$ cat config.mk
export PLATFORM = sky130hd
export DESIGN_NAME = swing_detector_flat
export DESIGN_NICKNAME = d
export VERILOG_FILES = /design/src/rtl/sword_pkg.sv /design/src/rtl/swing_detector_if.sv /design/src/rtl/swing_detector.sv /design/src/flat_wrapper.sv
export SDC_FILE = /design/constraint.sdc
export NUM_CORES = 1
export LEC_CHECK = 0
export CAP_MARGIN = 10
export CORE_MARGIN = 5
export CORE_UTILIZATION = 63
export CTS_BUF_LIST = sky130_fd_sc_hd__clkbuf_8
export DETAILED_ROUTE_END_ITERATION = 6
export GPL_TIMING_DRIVEN = 0
export PLACE_DENSITY_LB_ADDON = 0.25
export SLEW_MARGIN = 20
export SYNTH_ARGS = -nofsm -noshare
export SYNTH_HDL_FRONTEND = slang
export SYNTH_SLANG_ARGS = --single-unit
$ cat constraint.sdc
create_clock -name clk -period 12.9 [get_ports clk]
set_input_delay 2.58 -clock clk [delete_from_list [all_inputs] [get_ports clk]]
set_output_delay 2.58 -clock clk [all_outputs]
set_load 0.02 [all_outputs]
$ cat src/rtl/sword_pkg.sv
// Shared sword-game definitions: swing FSM states, saturating magnitude helper
// and the default swing thresholds also used by the game logic.
package sword_pkg;

    typedef enum logic [1:0] {
        IDLE     = 2'd0,
        ACTIVE   = 2'd1,
        COOLDOWN = 2'd2
    } swing_state_t;

    localparam int DEFAULT_DATA_WIDTH       = 16;
    localparam int DEFAULT_THRESH_HI        = 200;
    localparam int DEFAULT_THRESH_LO        = 100;
    localparam int DEFAULT_MIN_SAMPLES      = 2;
    localparam int DEFAULT_MAX_SAMPLES      = 25;
    localparam int DEFAULT_COOLDOWN_SAMPLES = 10;

    // |v| clamped to the largest positive value of a w-bit signed number,
    // so the most-negative sample maps to full scale instead of wrapping.
    function automatic logic [31:0] abs_sat(input logic signed [31:0] v, input int unsigned w);
        logic [31:0] lim;
        logic [31:0] m;
        lim = (32'd1 << (w - 32'd1)) - 32'd1;
        if (v < 32'sd0) begin
            m = 32'(-v);
        end else begin
            m = 32'(v);
        end
        if (m > lim) begin
            m = lim;
        end else begin
            m = m;
        end
        return m;
    endfunction

endpackage

$ cat src/rtl/swing_detector_if.sv
// Sample stream in, swing events out; master = upstream/consumer side,
// slave = the swing detector.
interface swing_detector_if #(
    parameter int DATA_WIDTH = 16
);
    logic signed [DATA_WIDTH-1:0] sample_in;
    logic                         sample_valid;
    logic                         swing_valid;
    logic                         swing_dir;
    logic [DATA_WIDTH-2:0]        swing_peak;
    logic [7:0]                   swing_len;
    logic [7:0]                   swing_count;
    logic                         busy;

    modport master (
        output sample_in, sample_valid,
        input  swing_valid, swing_dir, swing_peak, swing_len, swing_count, busy
    );

    modport slave (
        input  sample_in, sample_valid,
        output swing_valid, swing_dir, swing_peak, swing_len, swing_count, busy
    );
endinterface

$ cat src/rtl/swing_detector.sv
// Hysteresis swing detector on the filtered X-axis stream: one registered
// event per completed swing with direction, peak magnitude and length.
module swing_detector
    import sword_pkg::*;
#(
    parameter int DATA_WIDTH       = DEFAULT_DATA_WIDTH,
    parameter int THRESH_HI        = DEFAULT_THRESH_HI,
    parameter int THRESH_LO        = DEFAULT_THRESH_LO,
    parameter int MIN_SAMPLES      = DEFAULT_MIN_SAMPLES,
    parameter int MAX_SAMPLES      = DEFAULT_MAX_SAMPLES,
    parameter int COOLDOWN_SAMPLES = DEFAULT_COOLDOWN_SAMPLES
) (
    input  logic             clk,
    input  logic             rst,
    swing_detector_if.slave  bus
);

    localparam logic [DATA_WIDTH-2:0] TH_HI_C = (DATA_WIDTH-1)'(THRESH_HI);
    localparam logic [DATA_WIDTH-2:0] TH_LO_C = (DATA_WIDTH-1)'(THRESH_LO);
    localparam logic [7:0]            MIN_C   = 8'(MIN_SAMPLES);
    localparam logic [7:0]            MAX_C   = 8'(MAX_SAMPLES);
    localparam logic [15:0]           CD_C    = 16'(COOLDOWN_SAMPLES);

    swing_state_t          state_q, state_d;
    logic                  dir_q, dir_d;
    logic [DATA_WIDTH-2:0] peak_q, peak_d;
    logic [7:0]            len_q, len_d;
    logic [15:0]           cd_q, cd_d;

    logic                  swing_valid_q;
    logic                  swing_dir_q;
    logic [DATA_WIDTH-2:0] swing_peak_q;
    logic [7:0]            swing_len_q;
    logic [7:0]            swing_count_q;
    logic                  busy_q;

    logic [DATA_WIDTH-2:0] mag_s;
    logic                  sign_s;
    logic                  emit_s;
    logic                  enter_cd_s;

    assign mag_s  = (DATA_WIDTH-1)'(abs_sat(32'(bus.sample_in), DATA_WIDTH));
    assign sign_s = bus.sample_in[DATA_WIDTH-1];

    // Next-state logic; everything holds unless a valid sample arrives.
    always_comb begin
        state_d    = state_q;
        dir_d      = dir_q;
        peak_d     = peak_q;
        len_d      = len_q;
        cd_d       = cd_q;
        emit_s     = 1'b0;
        enter_cd_s = 1'b0;
        if (bus.sample_valid) begin
            case (state_q)
                IDLE: begin
                    if (mag_s >= TH_HI_C) begin
                        state_d = ACTIVE;
                        dir_d   = sign_s;
                        peak_d  = mag_s;
                        len_d   = 8'd1;
                    end else begin
                        state_d = IDLE;
                    end
                end
                ACTIVE: begin
                    if ((sign_s == dir_q) && (mag_s >= TH_LO_C)) begin
                        len_d = len_q + 8'd1;
                        if (mag_s > peak_q) begin
                            peak_d = mag_s;
                        end else begin
                            peak_d = peak_q;
                        end
                        // Too long to be a swing: treat as a hold and reject.
                        if (len_d == MAX_C) begin
                            enter_cd_s = 1'b1;
                        end else begin
                            enter_cd_s = 1'b0;
                        end
                    end else begin
                        if (len_q >= MIN_C) begin
                            emit_s     = 1'b1;
                            enter_cd_s = 1'b1;
                        end else begin
                            state_d = IDLE;
                        end
                    end
                end
                COOLDOWN: begin
                    if (cd_q <= 16'd1) begin
                        cd_d    = 16'd0;
                        state_d = IDLE;
                    end else begin
                        cd_d = cd_q - 16'd1;
                    end
                end
                default: begin
                    state_d = IDLE;
                end
            endcase
            if (enter_cd_s) begin
                if (CD_C == 16'd0) begin
                    state_d = IDLE;
                end else begin
                    state_d = COOLDOWN;
                end
                cd_d = CD_C;
            end else begin
                cd_d = cd_d;
            end
        end else begin
            state_d = state_q;
        end
    end

    // State, latches and registered event outputs.
    always_ff @(posedge clk) begin
        if (rst) begin
            state_q       <= IDLE;
            dir_q         <= 1'b0;
            peak_q        <= '0;
            len_q         <= 8'd0;
            cd_q          <= 16'd0;
            swing_valid_q <= 1'b0;
            swing_dir_q   <= 1'b0;
            swing_peak_q  <= '0;
            swing_len_q   <= 8'd0;
            swing_count_q <= 8'd0;
            busy_q        <= 1'b0;
        end else begin
            state_q       <= state_d;
            dir_q         <= dir_d;
            peak_q        <= peak_d;
            len_q         <= len_d;
            cd_q          <= cd_d;
            swing_valid_q <= emit_s;
            busy_q        <= (state_d != IDLE);
            if (emit_s) begin
                swing_dir_q   <= dir_q;
                swing_peak_q  <= peak_q;
                swing_len_q   <= len_q;
                swing_count_q <= swing_count_q + 8'd1;
            end
        end
    end

    assign bus.swing_valid = swing_valid_q;
    assign bus.swing_dir   = swing_dir_q;
    assign bus.swing_peak  = swing_peak_q;
    assign bus.swing_len   = swing_len_q;
    assign bus.swing_count = swing_count_q;
    assign bus.busy        = busy_q;

endmodule

$ cat src/flat_wrapper.sv
// flat-port wrapper written by rule: the top's interface ports become plain ports
module swing_detector_flat import sword_pkg::*;
#(
    parameter int DATA_WIDTH       = DEFAULT_DATA_WIDTH,
    parameter int THRESH_HI        = DEFAULT_THRESH_HI,
    parameter int THRESH_LO        = DEFAULT_THRESH_LO,
    parameter int MIN_SAMPLES      = DEFAULT_MIN_SAMPLES,
    parameter int MAX_SAMPLES      = DEFAULT_MAX_SAMPLES,
    parameter int COOLDOWN_SAMPLES = DEFAULT_COOLDOWN_SAMPLES
)
  (clk, rst, bus_sample_in, bus_sample_valid, bus_swing_valid, bus_swing_dir, bus_swing_peak, bus_swing_len, bus_swing_count, bus_busy);
  swing_detector_if #(.DATA_WIDTH(DATA_WIDTH)) bus_i ();
  input  logic clk;
  input  logic rst;
  input wire logic [$bits(bus_i.sample_in)-1:0] bus_sample_in;
  input wire logic [$bits(bus_i.sample_valid)-1:0] bus_sample_valid;
  output wire logic [$bits(bus_i.swing_valid)-1:0] bus_swing_valid;
  output wire logic [$bits(bus_i.swing_dir)-1:0] bus_swing_dir;
  output wire logic [$bits(bus_i.swing_peak)-1:0] bus_swing_peak;
  output wire logic [$bits(bus_i.swing_len)-1:0] bus_swing_len;
  output wire logic [$bits(bus_i.swing_count)-1:0] bus_swing_count;
  output wire logic [$bits(bus_i.busy)-1:0] bus_busy;
  assign bus_i.sample_in = bus_sample_in;
  assign bus_i.sample_valid = bus_sample_valid;
  assign bus_swing_valid = bus_i.swing_valid;
  assign bus_swing_dir = bus_i.swing_dir;
  assign bus_swing_peak = bus_i.swing_peak;
  assign bus_swing_len = bus_i.swing_len;
  assign bus_swing_count = bus_i.swing_count;
  assign bus_busy = bus_i.busy;
  swing_detector #(.DATA_WIDTH(DATA_WIDTH), .THRESH_HI(THRESH_HI), .THRESH_LO(THRESH_LO), .MIN_SAMPLES(MIN_SAMPLES), .MAX_SAMPLES(MAX_SAMPLES), .COOLDOWN_SAMPLES(COOLDOWN_SAMPLES)) u_core (.clk(clk), .rst(rst), .bus(bus_i));
endmodule
# After elaboration in Yosys (flattened, before gate mapping)
# Index checks and enable logic that the tools add are counted.
# totals
reg_bits	76
in_bits	19
elab_cells	65
# op_classes
add_sub_neg	4
n_lt_le_gt_ge	7
eq_ne	7
mux	27
n_reduce_logical	9
# ops
op	count
2-to-1 mux 15 bit	4
2-to-1 mux 16 bit	3
> comparator 32 x 15 -> 1 bit (second input constant)	1
2-to-1 mux 32 bit	1
negation 16 -> 32 bit	1
case mux 15 bit (2 select lines)	1
adder 8 x 1 -> 8 bit (second input constant)	2
less-or-equal comparator 16 x 1 -> 1 bit (second input constant)	1
less-than comparator 16 x 1 -> 1 bit (second input constant)	1
2-to-1 mux 8 bit	2
case mux 8 bit (2 select lines)	1
subtractor 16 x 1 -> 16 bit (second input constant)	1
greater-or-equal comparator 15 x 7 -> 1 bit (second input constant)	1
greater-or-equal comparator 15 x 8 -> 1 bit (second input constant)	1
> comparator 15 bit	1
2-to-1 mux 2 bit	5
2-to-1 mux 1 bit	9
== test 8 x 5 -> 1 bit (second input constant)	1
greater-or-equal comparator 8 x 2 -> 1 bit (second input constant)	1
!= test 2 x 1 -> 1 bit (second input constant)	3
case mux 2 bit (3 select lines)	1
nonzero test 2 bit	3
AND reduction 5 bit	1
AND reduction 4 bit	1
7 further kinds	7

# Logic depth before layout (Yosys ltp)
# depth
depth_word	12
mapped_depth	16
ltp_nobuf	15

# Worst setup path before layout
# Ideal clock, no wire load.
# synth_timing
path_kind	input-to-reg
from	input port bus_sample_in[1]
to	register u_core.peak_q[10]
arrival_ps	5910
required_ps	12805
path_slack_ps	6895
stages	14
path_buffers	1
cell_sequence	inv_1 > ha_1 > or4b_1 > or4_4 > o21ai_0 > xor2_1 > nand2_1 > ha_1 > a211o_1 > a31o_2 > o21ai_0 > nand2_1 > clkbuf_1 > a221oi_1
# synth_between
elab_chain_len	8
# synth_rtl
element	line_no	source
from (decl)	flat_wrapper.sv:15	input wire logic [$bits(bus_i.sample_in)-1:0] bus_sample_in;
negation 16 -> 32 bit / less-than comparator 16 x 1 -> 1 bit (equally long branches)	sword_pkg.sv:25, sword_pkg.sv:24	
2-to-1 mux 32 bit *	sword_pkg.sv:24	if (v < 32'sd0) begin
> comparator 32 x 15 -> 1 bit	sword_pkg.sv:29	if (m > lim) begin
2-to-1 mux 15 bit *	sword_pkg.sv:29	
via u_core.mag_s[14]	swing_detector.sv:37	logic [DATA_WIDTH-2:0] mag_s;
greater-or-equal comparator 15 x 7 -> 1 bit	swing_detector.sv:67	if ((sign_s == dir_q) && (mag_s >= TH_LO_C)) begin
logical AND 1 bit	swing_detector.sv:67	
!= test 2 x 1 -> 1 bit (no line)	n/a	
AND reduction 5 bit (no line) *	n/a	
to (signal assigned)	swing_detector.sv:133	peak_q <= peak_d;
to (decl)	swing_detector.sv:26	logic [DATA_WIDTH-2:0] peak_q, peak_d;
# The timed path passes the listed nets; every way through them passes the cells marked *. The select of a mux whose other input is x is not followed.
# A chain may end at the register's enable or synchronous reset.

# Worst setup path after layout
# layout_timing
from	input port bus_sample_in[0]
to	register u_core.peak_q[8]
# layout_between
elab_chain_len	8
# layout_rtl
element	line_no
negation 16 -> 32 bit / less-than comparator 16 x 1 -> 1 bit (equally long branches)	sword_pkg.sv:25, sword_pkg.sv:24
2-to-1 mux 32 bit *	sword_pkg.sv:24
> comparator 32 x 15 -> 1 bit	sword_pkg.sv:29
2-to-1 mux 15 bit *	sword_pkg.sv:29
via u_core.mag_s[8]	swing_detector.sv:37
greater-or-equal comparator 15 x 7 -> 1 bit	swing_detector.sv:67
logical AND 1 bit	swing_detector.sv:67
!= test 2 x 1 -> 1 bit (no line)	n/a
AND reduction 5 bit (no line)	n/a
# Marks and branches as above.

==> flow_metrics.tcl <==
set metrics [dict create \
    hold_viol_final 0 \
    firstDrtPassIters 5 \
    setup_ws_ns 6.08 \
    antenna_found_initial 0 \
    max_cap_violations 0 \
    slowest_stage "or4b_1" \
    dieArea_um2 8780 \
    combPwrFrac_pct 19.4 \
    seq_power_share_pct 45.5 \
    fillers 527 \
    layout.nets 666 \
    fin_tns_setup_ns 0 \
    power_frac_clock_pct 35.1 \
    rows 30 \
    criticalPathCategory "in -> reg" \
    drc 0 \
    worst_setup_path_start_kind "primary input" \
    grt_first_pass_wirelength_um 18900 \
    synth_cell_types 66 \
    p_per_area_nw_per_um2 106 \
    ctsLongestPathBuffers 2 \
    worstHoldStart "u_core.bus.swing_len[5]$_SDFFE_PP0P_" \
    finalSetupViolCount 0 \
    place_ws_ns 5.79 \
    syn_nets 608 \
    max_stage_delay_ns 0.59 \
    areaGrowthSynthToFinish_pct 18.2 \
    synth.yosys.seq_area_share_pct 34.5 \
    place.gp.congestion 0.962 \
    antenna_left 0 \
    relSlewSlack_pct 46.8 \
    synth_area_um2 4420 \
    endpoint_kind "flip-flop" \
    r2r-start "u_core.peak_q[8]$_SDFFE_PP0P_" \
    fmax_mhz 147 \
    post_cts.repair.setup_buffers 0 \
    diodes 0 \
    grtUsageTotal_pct 26.6 \
    cts.clk_slew.worst_paths_ns 0.08 \
    via_per_inst 6.18 \
    synth-seq-cells 76 \
    timing.rr.end "u_core.peak_q[8]$_SDFFE_PP0P_" \
    clock_skew_ns 0.0144 \
    synthCells 568 \
    path_cells "clkdlybuf4s50_1, inv_1, ha_1, or4b_1, o21ai_0, xor2_1, nand2_1, ha_1, a21o_1, a211o_1, nor3_1, o21ai_0, o2111a_1, o21ai_0, nand2_1, clkbuf_1, a221oi_1" \
    cts_tree "yes" \
    ys_async_sr_fraction_pct 0 \
    critical_path.max_fanout 10 \
    drive_above_1_share_pct 5.71 \
    critical_path_arrival_ns 7.07 \
    grt_max_degree 14 \
    p_leak_nw 1.94 \
    clkLatencyLatePin_ns 0.35 \
    reg2reg_depth 11 \
    p_sw_mw 0.166 \
    dpl.hpwl_um 8380 \
    drv_slew 0 \
    synth_edf_count 0 \
    core_um2 6790 \
    io_buffers 47 \
    first_global_vias 3997 \
    crit_path_frequent_cell "o21ai_0" \
    outcome "finished clean" \
    fin_crit_ns 6.82 \
    tightest_slew_ns 0.785 \
    cts_num_sinks 76 \
    holdWs_ns 0.456 \
    total_power_mw 0.551 \
    rsz0062_at_grt "no" \
    min_period_over_period_pct 52.9 \
    ctsHoldBuffers 0 \
    reg2reg_slack_ns 9.95 \
    drtIter0Drc 410 \
    whs_endpoint "u_core.bus.swing_len[5]$_SDFFE_PP0P_" \
    num_vias 4495 \
    finalWirelength_um 11600 \
    drt-wirelength-per-cell_um 16.0 \
    switching_share_pct 30.2 \
    root_buffer "clkbuf_8" \
    initial_core_util_pct 65.0 \
    cts_buffers 9 \
    synth-main-ff-cell "dfxtp_1" \
    die_h_um 93.7 \
    critPathRequiredTime_ns 13.15 \
    io_pins 53 \
    syn_avg_cell_area_um2 7.77 \
    ys_warn_count 0 \
    hold_path.class "reg -> reg" \
    grt-ovfl-total 0 \
    die_w_um 93.7 \
    whs_path_depth 2 \
    htreeDepth 3 \
    p_int_mw 0.385 \
    ir_drop_uv 65.3 \
    cts_resized 0 \
]
power by group through the flow:
stage,registers [mW],clock network [mW],logic [mW]
after floorplan,0.254,0,0.0749
after global placement,0.255,0,0.102
after detailed placement,0.256,0,0.104
after CTS,0.250,0.194,0.105
after global routing,0.251,0.204,0.119
final,0.251,0.193,0.107
cells in the mapped netlist (4+ instances only):
library cell	instances	area, µm²
dfxtp_1	76	1520
nor3_1	20	100
clkbuf_1	25	93.8
o311ai_0	4	35.0
nand4_1	7	43.8
o22ai_1	5	31.3
nor2_1	43	161
inv_1	27	101
a221oi_1	12	105
a21oi_1	42	210
nand2_1	85	319
a31oi_1	8	50.1
or3_1	14	87.6
nand2b_1	5	31.3
or2_2	5	31.3
xnor2_1	5	43.8
xor2_1	12	105
nor4_1	5	31.3
and3_1	6	37.5
ha_1	21	263
o31ai_1	6	45.0
o21a_1	5	37.5
nand3_1	24	120
buf_2	6	30.0
o21ai_0	29	145
or4_1	6	45.0
o211ai_1	6	45.0
a41o_1	5	50.1
worst max-delay path: cells and delay by family:
kind | cells | cell delay [ns]
AO/OA/AOI/OAI | 7 | 1.77
XOR/XNOR | 1 | 0.16
adder cells (fa/ha/maj) | 2 | 0.63
buffers and inverters | 3 | 0.94
AND/OR/NAND/NOR | 4 | 0.97
state kept, by name (all words and copies together), names as in the netlist:
register	count
u_core.bus.swing_peak	15
u_core.len_q	8
u_core.dir_q	1
u_core.bus.busy	1
u_core.cd_q	16
u_core.bus.swing_count	8
u_core.bus.swing_dir	1
u_core.bus.swing_valid	1
u_core.peak_q	15
u_core.bus.swing_len	8
u_core.state_q	2
area by class of cell:
type / instances / area [µm²] / area share (%)
multi-input cells: 433 / 2660 / 51.0
clock buffers: 11 / 151 / 2.90
flip-flops and latches: 76 / 1520 / 29.2
clock inverters: 5 / 60.1 / 1.15
repair buffers: 47 / 470 / 9.02
well taps: 96 / 120 / 2.30
inverters: 27 / 101 / 1.94
plain buffers: 32 / 131 / 2.52
cells by family (layout without fill, tap and decap cells):
group / after synthesis / after routing / share of synthesized area (%)
DFF: 76 / 76 / 34.5
adders and majority gates: 21 / 21 / 5.95
muxes: 3 / 3 / 0.680
buffers and inverters: 59 / 122 / 5.27
AOI/OAI and AO/OA: 154 / 154 / 24.2
and+or+nand+nor: 238 / 238 / 26.0
xor gates and xnor gates: 17 / 17 / 3.37
layer usage:
metal / wire [µm] / GRT usage, % / vias up
met4: 200 / 9.15 / 0
met1: 5320 / 37.4 / 2084
met5: 0 / 0 / -
li1: - / - / 2182
met3: 880 / 4.89 / 18
met2: 5220 / 40.9 / 211
how the worst max path moves through the flow:
stage / slack, ns / depth (start not counted) / end / from
3_3_place_gp: 5.86 / 17 / u_core.peak_q[14]$_SDFFE_PP0P_ / bus_sample_in[0]
3_5_place_dp: 5.79 / 15 / u_core.peak_q[8]$_SDFFE_PP0P_ / bus_sample_in[0]
6_report: 6.08 / 17 / u_core.peak_q[8]$_SDFFE_PP0P_ / bus_sample_in[0]
4_1_cts: 6.14 / 15 / u_core.peak_q[8]$_SDFFE_PP0P_ / bus_sample_in[0]
2_1_floorplan: 6.89 / 14 / u_core.peak_q[10]$_SDFFE_PP0P_ / bus_sample_in[1]
5_1_grt: 5.74 / 17 / u_core.peak_q[8]$_SDFFE_PP0P_ / bus_sample_in[0]
placed cells by master, fill, tap and decap left out, drive strengths merged, types with 4 or more instances in the layout:
cell type / n
o41ai: 4
clkdlybuf4s50: 47
xor2: 12
nor2: 43
o311ai: 4
o21ai: 30
a31oi: 8
o22ai: 5
nand2: 86
a221oi: 12
ha: 21
or3: 14
o31ai: 6
a21oi: 42
and3: 6
nand3: 24
nand2b: 5
a41o: 5
nand4: 7
clkbuf: 36
or2: 5
nor4: 5
nor3: 20
buf: 7
and2: 4
o21a: 5
inv: 27
o211ai: 6
or4: 7
xnor2: 5
dfxtp: 76
stage by stage:
step           area, µm²  util [%]  std cells
6_report            5220      76.8        727
5_1_grt             5220      76.8        727
4_1_cts             5220      76.8        727
3_5_place_dp        5010      73.7        711
3_3_place_gp        5010      73.7        711
2_1_floorplan       4420         -        568
Note: power is estimated with default switching activity, not from simulation.
==> patch (config.mk and constraints unchanged) <==
`cd_q` no longer has a reset.
--- a/src/rtl/swing_detector.sv
+++ b/src/rtl/swing_detector.sv
@@ -121,5 +121,4 @@
             peak_q        <= '0;
             len_q         <= 8'd0;
-            cd_q          <= 16'd0;
             swing_valid_q <= 1'b0;
             swing_dir_q   <= 1'b0;
@@ -133,5 +132,4 @@
             peak_q        <= peak_d;
             len_q         <= len_d;
-            cd_q          <= cd_d;
             swing_valid_q <= emit_s;
             busy_q        <= (state_d != IDLE);
@@ -145,4 +143,8 @@
     end
 
+    always_ff @(posedge clk) begin
+        cd_q <= cd_d;
+    end
+
     assign bus.swing_valid = swing_valid_q;
     assign bus.swing_dir   = swing_dir_q;
Check against the original RTL: same outputs for any inputs over 4 cycles, from zero or initial values and one cycle with rst high; that may be too few to reach the edited logic, so the function may still have changed.
==> patch against the original RTL <==
- synthesized cell count grew 1.1%
- sequential cell count unchanged
- total power fell by 7.6%
- synthesized area is 9.7% higher
- first-iteration DRC count down 25%
- critical endpoint unchanged
- cell area is 7.7% higher
- routed wire length rose by 7.1%
- sequential power is 2% higher
- setup slack lost 0.68 ns
==> patch: results (changes against the original RTL) <==
INFO  metric status = finished clean
INFO  metric grt_usage = 0.264 (-0.00187)
INFO  metric routed_wl = 12400 um (+7.1%)
INFO  metric final_wtd_congestion = 0.905 (-5.9%)
INFO  metric n_all_inverters = 33 (+22%)
INFO  metric multi_input_combinational_area_share = 0.511 (+0.000949)
INFO  metric netlist_top_cells_count = sky130_fd_sc_hd__nor2_1 (70), sky130_fd_sc_hd__dfxtp_1 (60), sky130_fd_sc_hd__nand2_1 (38), sky130_fd_sc_hd__inv_1 (33), sky130_fd_sc_hd__nor3_1 (32)
INFO  metric timing.critical_path.slowest_cell_delay = 0.61 ns (+0.02 ns)
INFO  metric globalRouteMet1Util = 0.341 (-0.0323)
INFO  metric io_buffers = 46 (-2.1%)
INFO  metric logic_depth_of_the_worst_register_to_register_path = 9 (-2)
INFO  metric clock_buf_count = 9 (-2)
INFO  metric synth.yosys.seq_area_share = 0.347 (+0.00253)
INFO  metric synthAdderAreaFrac = 0.0542 (-0.00527)
INFO  metric final_nets = 672 (+0.90%)
INFO  metric synthesis.nets = 614 (+0.99%)
INFO  metric slack_of_the_worst_reg_to_reg_path = 9.60 ns (-0.35 ns)
INFO  metric first_global_vias = 4428 (+11%)
INFO  metric layout.filler_cells = 622 (+18%)
INFO  metric placed_cells = 723 (+1.7%)
INFO  metric main_area_contributors_after_synthesis = sky130_fd_sc_hd__dfxtp_1 (25%), sky130_fd_sc_hd__edfxtp_1 (9.9%), sky130_fd_sc_hd__mux2i_1 (5.6%)
INFO  metric edff_count_synth = 16 (+16)
INFO  metric clock_tree_area_fraction = 0.0294 (-0.0111)
INFO  metric global_route_wire_length_before_repair = 21000 um (+11%)
INFO  metric first_element_of_the_critical_path = bus_sample_in[15]
INFO  metric synth_compound_area_frac = 0.167 (-0.0754)
INFO  metric hold_path_startpoint = u_core.peak_q[7]
INFO  metric total_number_of_multi_input_combinational_cells = 428 (-1.2%)
INFO  metric signal_buffers = 84 (+6.3%)
INFO  metric synth_cells = 574 (+1.1%)
INFO  metric post-route-worst-setup-slack = 5.40 ns (-0.679 ns)
INFO  metric detailedRoute.firstIterationViolations = 307 (-25%)
INFO  metric average_wire_length_per_cell_after_detail_routing = 16.8 um (+5.4%)
INFO  metric placement.setup.worst_slack = 5.49 ns (-0.304 ns)
INFO  metric hold_ws = 0.499 ns (+0.0434 ns)
INFO  metric number_of_flip_flops_and_latches = 76 (unchanged)
INFO  metric p_leak = 1.98 nW (+1.6%)
INFO  metric post_synth_mux_area_share = 0.0659 (+0.0591)
INFO  metric drt-vias-per-instance = 6.19 (+0.15%)
INFO  metric synth_xor_xnor_area_share = 0.0470 (+0.0133)
patch: cell count changes in the layout (fill, tap and decap cells not counted), moves of 18 or more:
cell                       unedited run  this run
sky130_fd_sc_hd__a211oi_1             1        22
sky130_fd_sc_hd__nand2_1             85        38
sky130_fd_sc_hd__nor2_1              43        70
sky130_fd_sc_hd__a21oi_1             42        24
sky130_fd_sc_hd__mux2i_1              3        27
patch: where the power goes:
part           switching [mW]  leakage, nW  internal [mW]
Combinational          0.0589         1.25         0.0361
Sequential            0.00587        0.631          0.249
Clock                  0.0903       0.0929         0.0690
patch: cell families (layout without fill, tap and decap cells):
group	count (synthesis)	after routing
adder cells (fa/ha/maj)	21	21
AO/OA/AOI/OAI	112	112
buffers and inverters	70	133
XOR/XNOR	26	26
multiplexers	31	31
AND/OR/NAND/NOR	238	238
flip-flops	76	76
patch: metrics by stage:
stage	area, sq um	utilization
CTS	5620	0.739
finish	5620	0.739
detailed placement	5450	0.717
global placement	5430	0.714
floorplan	4840	-
global route	5620	0.739
